### src/rtl/alu_issue_unit.sv
// rtl/alu_issue_unit.sv - two-stage RV32I issue front-end for a combinational 32-bit ALU
//
// Ports:
//   clk, rst                     clock, synchronous active-high reset
//   in_valid/in_ready            upstream handshake for decoded op + operands
//   in_opcode/funct3/funct7      instruction fields used for decode
//   in_rs1/in_rs2/in_imm/in_rd   operand values, sign-extended I-immediate, destination
//   alu_a/alu_b/alu_sel          registered drive into the external ALU
//   alu_result/alu_zero          combinational ALU outputs, captured into the output stage
//   out_valid/out_ready          downstream handshake for the result register
//   out_result/out_rd/out_wb_en  writeback payload
//   out_branch/out_taken         BEQ/BNE resolution
//   out_illegal                  op was not recognised
module alu_issue_unit #(
  parameter int XLEN = 32,
  parameter int RD_W = 5
) (
  input  logic            clk,
  input  logic            rst,
  input  logic            in_valid,
  output logic            in_ready,
  input  logic [6:0]      in_opcode,
  input  logic [2:0]      in_funct3,
  input  logic [6:0]      in_funct7,
  input  logic [XLEN-1:0] in_rs1,
  input  logic [XLEN-1:0] in_rs2,
  input  logic [XLEN-1:0] in_imm,
  input  logic [RD_W-1:0] in_rd,
  output logic [XLEN-1:0] alu_a,
  output logic [XLEN-1:0] alu_b,
  output logic [2:0]      alu_sel,
  input  logic [XLEN-1:0] alu_result,
  input  logic            alu_zero,
  output logic            out_valid,
  input  logic            out_ready,
  output logic [XLEN-1:0] out_result,
  output logic [RD_W-1:0] out_rd,
  output logic            out_wb_en,
  output logic            out_branch,
  output logic            out_taken,
  output logic            out_illegal
);

  typedef enum logic [1:0] {K_ALU = 2'd0, K_BEQ = 2'd1, K_BNE = 2'd2} kind_t;

  localparam logic [2:0] SEL_ADD = 3'd0, SEL_SUB = 3'd1, SEL_AND = 3'd2, SEL_OR = 3'd3,
                         SEL_XOR = 3'd4, SEL_SLT = 3'd5, SEL_SLL = 3'd6, SEL_SRL = 3'd7;

  logic [XLEN-1:0] d_a, d_b;
  logic [2:0]      d_sel;
  kind_t           d_kind;
  logic            d_illegal;
  logic            f7_zero, shamt_ok;

  assign f7_zero  = (in_funct7 == 7'b0000000);
  assign shamt_ok = (in_imm[11:5] == 7'b0000000);

  always_comb begin
    d_a       = '0;
    d_b       = '0;
    d_sel     = SEL_ADD;
    d_kind    = K_ALU;
    d_illegal = 1'b1;
    case (in_opcode)
      7'b0110011: begin
        d_a = in_rs1;
        d_b = in_rs2;
        case (in_funct3)
          3'b000: begin
            if (f7_zero) begin
              d_sel = SEL_ADD; d_illegal = 1'b0;
            end else if (in_funct7 == 7'b0100000) begin
              d_sel = SEL_SUB; d_illegal = 1'b0;
            end
          end
          3'b111: begin d_sel = SEL_AND; d_illegal = !f7_zero; end
          3'b110: begin d_sel = SEL_OR;  d_illegal = !f7_zero; end
          3'b100: begin d_sel = SEL_XOR; d_illegal = !f7_zero; end
          3'b010: begin d_sel = SEL_SLT; d_illegal = !f7_zero; end
          3'b001: begin d_sel = SEL_SLL; d_illegal = !f7_zero; end
          3'b101: begin d_sel = SEL_SRL; d_illegal = !f7_zero; end
          default: d_illegal = 1'b1;
        endcase
      end
      7'b0010011: begin
        d_a = in_rs1;
        d_b = in_imm;
        case (in_funct3)
          3'b000: begin d_sel = SEL_ADD; d_illegal = 1'b0; end
          3'b111: begin d_sel = SEL_AND; d_illegal = 1'b0; end
          3'b110: begin d_sel = SEL_OR;  d_illegal = 1'b0; end
          3'b100: begin d_sel = SEL_XOR; d_illegal = 1'b0; end
          3'b010: begin d_sel = SEL_SLT; d_illegal = 1'b0; end
          // imm[11:5] nonzero on a right shift is SRAI, which the ALU cannot do
          3'b001: begin d_sel = SEL_SLL; d_illegal = !shamt_ok; end
          3'b101: begin d_sel = SEL_SRL; d_illegal = !shamt_ok; end
          default: d_illegal = 1'b1;
        endcase
      end
      7'b1100011: begin
        d_a   = in_rs1;
        d_b   = in_rs2;
        d_sel = SEL_SUB;
        if (in_funct3 == 3'b000) begin
          d_kind = K_BEQ; d_illegal = 1'b0;
        end else if (in_funct3 == 3'b001) begin
          d_kind = K_BNE; d_illegal = 1'b0;
        end
      end
      default: d_illegal = 1'b1;
    endcase
    // Illegal ops present a quiet all-zero ADD to the ALU
    if (d_illegal) begin
      d_a    = '0;
      d_b    = '0;
      d_sel  = SEL_ADD;
      d_kind = K_ALU;
    end
  end

  logic            s1_valid;
  logic [XLEN-1:0] s1_a, s1_b;
  logic [2:0]      s1_sel;
  logic [RD_W-1:0] s1_rd;
  kind_t           s1_kind;
  logic            s1_illegal;
  logic            advance, accept;

  assign advance  = !out_valid || out_ready;
  assign in_ready = !s1_valid || advance;
  assign accept   = in_valid && in_ready;

  assign alu_a   = s1_a;
  assign alu_b   = s1_b;
  assign alu_sel = s1_sel;

  always_ff @(posedge clk) begin
    if (rst) begin
      s1_valid   <= 1'b0;
      s1_a       <= '0;
      s1_b       <= '0;
      s1_sel     <= '0;
      s1_rd      <= '0;
      s1_kind    <= K_ALU;
      s1_illegal <= 1'b0;
    end else if (accept) begin
      s1_valid   <= 1'b1;
      s1_a       <= d_a;
      s1_b       <= d_b;
      s1_sel     <= d_sel;
      s1_rd      <= in_rd;
      s1_kind    <= d_kind;
      s1_illegal <= d_illegal;
    end else if (advance) begin
      s1_valid <= 1'b0;
    end
  end

  always_ff @(posedge clk) begin
    if (rst) begin
      out_valid   <= 1'b0;
      out_result  <= '0;
      out_rd      <= '0;
      out_wb_en   <= 1'b0;
      out_branch  <= 1'b0;
      out_taken   <= 1'b0;
      out_illegal <= 1'b0;
    end else if (advance) begin
      out_valid <= s1_valid;
      if (s1_valid) begin
        out_result  <= (s1_illegal || s1_kind != K_ALU) ? '0 : alu_result;
        out_rd      <= s1_rd;
        out_wb_en   <= !s1_illegal && (s1_kind == K_ALU);
        out_branch  <= !s1_illegal && (s1_kind != K_ALU);
        out_taken   <= (s1_kind == K_BEQ) ? alu_zero :
                       (s1_kind == K_BNE) ? !alu_zero : 1'b0;
        out_illegal <= s1_illegal;
      end
    end
  end

endmodule
### config.mk
export PLATFORM = sky130hd
export DESIGN_NAME = alu_issue_unit
export DESIGN_NICKNAME = d
export VERILOG_FILES = /design/src/rtl/alu_issue_unit.sv
export SDC_FILE = /design/constraint.sdc
export NUM_CORES = 1
export LEC_CHECK = 0
export CAP_MARGIN = 30
export CORE_AREA = 5 5 109 111
export CTS_BUF_LIST = sky130_fd_sc_hd__clkbuf_8
export CTS_CLUSTER_DIAMETER = 30
export CTS_CLUSTER_SIZE = 10
export DETAILED_ROUTE_END_ITERATION = 8
export DIE_AREA = 0 0 114 116
export PLACE_DENSITY = 0.86
export SETUP_SLACK_MARGIN = 0.1
export SLEW_MARGIN = 15
export SYNTH_ARGS = -nofsm -noshare
export SYNTH_HDL_FRONTEND = slang
export SYNTH_SLANG_ARGS = --single-unit
### constraint.sdc
create_clock -name clk -period 4.5 [get_ports clk]
set_input_delay 0.675 -clock clk [delete_from_list [all_inputs] [get_ports clk]]
set_output_delay 0.675 -clock clk [all_outputs]
set_load 0.01 [all_outputs]
# After elaboration in Yosys (flattened, before gate mapping)
# Index checks and enable logic that the tools add are counted.
[op_classes]
add_sub_neg = 0
multipliers = 0
div_mod_pow = 0
n_lt_le_gt_ge = 0
n_eq_ne = 12
shifts = 0
muxes = 26
bitwise_logic = 0
n_reduce_logical = 24
[op_table]
columns = ["cell", "count"]
rows = [
  ["$mux W32", 4],
  ["$pmux W32 S2", 1],
  ["$pmux W3 S7", 1],
  ["$pmux W3 S6", 1],
  ["$eq A7 B6 Y1 const B", 2],
  ["$logic_not A7 Y1", 2],
  ["$eq A3 B3 Y1 const B", 4],
  ["$mux W1", 10],
  ["$pmux W3 S3", 1],
  ["$mux W2", 4],
  ["$eq A7 B5 Y1 const B", 1],
  ["$eq A7 B7 Y1 const B", 1],
  ["$logic_not A1 Y1", 6],
  ["$reduce_or A6 Y1", 1],
  ["$reduce_or A5 Y1", 1],
  ["$pmux W1 S2", 2],
  ["$reduce_bool A2 Y1", 2],
  ["$reduce_or A2 Y1", 2],
  ["$eq A3 B1 Y1 const B", 1],
  ["$eq A3 B2 Y1 const B", 1],
  ["$logic_and A1 B1 Y1", 3],
  ["$logic_not A3 Y1", 1],
  ["$logic_or A1 B1 Y1", 3],
  ["$mux W3", 1],
  ["other kinds (6)", 6],
]
[totals]
register_bits = 118
latch_bits = 0
ramBits = 0
romBits = 0
in_bits = 155
output_inout_bits = 110
word_cells = 76
mem_count = 0

# Logic depth before layout (Yosys ltp)
[depth]
word_depth = 6
mapped_depth = 8
ltp_nobuf = 5

# Worst setup path after synthesis
# OpenSTA, ideal clock, no wires.
[synth_timing]
kind = "in2reg"
start = "input in_funct7[1]"
end = "register s1_a[15] (netlist: alu_a[15])"
setup_ns = 0.059
t_arrival_ns = 2.176
t_required_ns = 4.441
path_slack_ns = 2.266
cell_stages = 7
n_path_buf = 2
path_cell_list = "or4_1 > nor4b_2 > a22oi_1 > nor3_2 > buf_4 > buf_6 > a22o_1"
[synth_between]
elab_chain_len = 6
elab_cells_between_ends = 8
classes_between = "eq/ne (1); mux (5); reduce/logical (2)"
[synth_rtl]
columns = ["item", "line", "rtl"]
rows = [
  ["from (decl)", "24", "input logic [6:0] in_funct7,"],
  ["$eq A7 B6 Y1", "72", "end else if (in_funct7 == 7'b0100000) begin"],
  ["$mux W1", "72", ""],
  ["$mux W1", "70", "if (f7_zero) begin"],
  ["$pmux W1 S2 (*)", "68", "case (in_funct3)"],
  ["$pmux W1 S3 (*)", "64", "case (in_opcode)"],
  ["$mux W32 (*)", "113", "if (d_illegal) begin"],
  ["to (signal assigned)", "140", "s1_a <= '0;"],
  ["to (signal assigned)", "148", "s1_a <= d_a;"],
  ["to (decl)", "122", "logic [XLEN-1:0] s1_a, s1_b;"],
]
# Every way passes the cells marked *; elsewhere a longest branch is shown, timed or not.
# A chain may end at the register's enable or synchronous reset.

# Worst setup path in the final report
[layout_timing]
start = "input out_ready"
end = "output in_ready"
[layout_between]
elab_chain_len = 2
[layout_rtl]
columns = ["item", "line", "rtl"]
rows = [
  ["from (decl)", "35", "input logic out_ready,"],
  ["$logic_or A1 B1 Y1", "129", "assign advance = !out_valid || out_ready;"],
  ["$logic_or A1 B1 Y1", "130", "assign in_ready = !s1_valid || advance;"],
  ["to (decl)", "21", "output logic in_ready,"],
]
# Every way passes these cells.

==> results.yml <==
run_status:
  status: "completed"
timing:
  maxSlewViolCount: 0
  max-slew-margin-rel_pct: 51.2
  tightest_slew_ns: 0.732
  min_period_ns: 2.57
  fmax_mhz: 389
  period_share_pct: 57.2
  final_hold_viol_count: 0
  setup_tns_ns: 0
  skew_ns: 0.0151
  finalSetupViolCount: 0
  rsz0062_at_grt: "no"
critical_path:
  critPathMaxFanout: 5
  startpoint_type: "primary input"
  critPathMostFrequentCell: "clkdlybuf4s50_1"
  crit_type: "primary input to output pin"
  worstPathArrival_ns: 1.90
  ff2ff_setup_slack_ns: 2.60
  crit_path_max_incr_delay_ns: 0.58
  r2r-start: "out_valid"
  cp_slowest_cell: "clkdlybuf4s50_1"
  r2r_cells: 6
  cp_cell_sequence: "clkdlybuf4s50_1 > nand3b_1 > clkdlybuf4s50_1"
  end_kind: "output pin"
  rr_endpoint: "alu_sel[1]"
  cp-startpoint: "out_ready"
  crit_required_ns: 3.83
logic_synthesis:
  synth_top_area_cell: "dfxtp_1"
  synth.avg_cell_area_um2: 10.5
  yosysWarningCount: 0
  synth_top_area_share_pct: 54.9
  netlist_area_um2: 4300
  synth_area_leaders: "dfxtp_1 55%, a22o_1 20%, a22oi_1 5.8%"
  syn_nets: 564
  synth_cell_types: 42
  synth-seq-area-share_pct: 54.9
  synth_seq_cells: 118
  syn_inst: 409
clock_tree:
  ctsHoldBuffers: 0
  htree_levels: 4
  cts_sinks: 118
  numCtsBuffers: 17
  clk_path_buf_depth: 2
  root_buffer: "clkbuf_8"
  postCtsSetupBuffers: 0
  cts_resized: 0
  worstSkewPairLatency_ns: 0.43
  tritoncts: "built"
  clk_pin_slew_ns: 0.06
hold_path:
  hp-class: "register to register"
  min_to: "s1_rd[2]"
  hold_path.startpoint: "s1_rd[2]"
  min_path_cells: 2
drt:
  wirelength_um: 15000
  drt_iter0_drc: 249
  first_pass_iters: 4
  wl_per_cell_um: 18.4
  ant_nets: 0
  drc: 0
  vias_per_cell: 5.27
  vias: 4302
finish:
  syn_to_final_growth_pct: 73.3
  fillers: 787
  layout_commonest_cell: "clkdlybuf4s50_1"
  antenna_cells: 0
  layout_common_cells: "263 x clkdlybuf4s50_1, 118 x dfxtp_1, 99 x a22o_1"
  drive_above_1_share_pct: 6.95
  nNetsFinal: 820
  finalNonFillerCells: 816
floorplanning:
  dieWidth_um: 114
  dieArea_um2: 13200
  core_area_um2: 10700
  die_y_um: 116
  pin_count: 265
  start_util_pct: 40.2
  row_count: 38
pwr:
  p_per_area_nw_per_um2: 309
  ir_drop_mv: 0.191
  leakagePower_nw: 2.83
placement:
  hpwl_um: 11400
  dp.cells: 784
  io_buffer_count: 264
  globalplace.congestion: 0.840
global_route:
  grt_start_max_net_pins: 69
  grt_pass1_vias: 4551
  track_usage_pct: 22.1
  gr-total-overflow: 0
  antenna_found_initial: 0
  grt_first_pass_wirelength_um: 22800
run:
  drv_cap: 0
## synthesized netlist by cell type (all sizes together)
master and n:
dfxtp 118, a22o 99, nor2 49, a22oi 33
clkbuf 26, nand2 15, a21oi 12, buf 9
mux2i 6, nor3 4, inv 3, nand3b 3
nor2b 3, and2 2, nand3 2, nand4b 2
nor4b 2, or4 2, a211oi 1, a21bo 1
a21boi 1, a21o 1, a32o 1, and4bb 1
mux2 1, nand2b 1, nand4 1, nor4 1
o211a 1, o21a 1, o21ai 1, o22ai 1
o2bb2ai 1, or2 1, or3 1, or3b 1
xnor2 1
## metal layers
layer / global-route usage (%) / up-vias / part of all wire, %
li1: - / 2055 / -
met1: 22.4 / 2003 / 36
met2: 38.0 / 209 / 49
met3: 10.8 / 35 / 12
met4: 11.1 / 0 / 3.3
met5: 0 / - / 0
## critical path: cells and delay by family
family,cells,cell delay (ns)
buffers and inverters,2,1.05
AND/OR/NAND/NOR,1,0.17
## logic make-up (layout without fill, tap and decap cells)
kind of cell | after synthesis | after routing | share of synthesized area [%]
buffers and inverters | 38 | 305 | 3.90
AO/OA/AOI/OAI | 154 | 154 | 29.2
AND/OR/NAND/NOR | 91 | 91 | 10.2
XOR/XNOR | 1 | 1 | 0.204
flip-flops | 118 | 118 | 54.9
multiplexers | 7 | 7 | 1.66
## worst max-delay path by stage
| stage | end | slack, ns | depth (start not counted) |
|---|---|---|---|
| 6_report | in_ready | 1.93 | 3 |
| 3_3_place_gp | alu_sel[1] | 1.62 | 7 |
| 5_1_grt | in_ready | 1.85 | 3 |
| 2_1_floorplan | alu_a[15] | 2.27 | 7 |
| 4_1_cts | in_ready | 1.93 | 3 |
| 3_5_place_dp | alu_sel[1] | 1.60 | 7 |
## stage by stage
step | cell area [um^2] | util (%) | setup WS, ns | total power, mW | hold slack [ns]
after CTS | 7420 | 69.4 | 1.93 | 2.33 | 0.457
after detailed placement | 7030 | 65.7 | 1.60 | 1.36 | 0.448
after global placement | 7030 | 65.7 | 1.62 | 1.35 | 0.445
after floorplan | 4300 | - | 2.27 | 1.17 | 0.436
final | 7460 | 69.7 | 1.93 | 2.31 | 0.455
after global routing | 7460 | 69.7 | 1.85 | 2.39 | 0.482
## sequential cells by signal (all words and copies together) (netlist names), 2 cells and up
register	cells
alu_a	32
alu_b	32
out_result	32
s1_rd	5
alu_sel	3
out_rd	5
s1_kind	2
## cell type report
| cell class | count | area [um^2] | share of cell area [%] |
|---|---|---|---|
| flip-flops and latches | 118 | 2360 | 31.7 |
| multi-input cells | 253 | 1800 | 24.1 |
| well taps | 140 | 175 | 2.35 |
| inverters | 3 | 11.3 | 0.151 |
| repair buffers | 272 | 2720 | 36.4 |
| clock inverters | 11 | 135 | 1.81 |
| clock buffers | 19 | 262 | 3.51 |
## where the power goes
group	switching [mW]	leakage, nW	internal (mW)
Combinational	0.0939	1.67	0.170
Clock	0.404	0.202	0.563
Sequential	0.0107	0.955	1.06
Total	0.509	2.83	1.80
No activity file was read; power rests on OpenSTA's default activity.
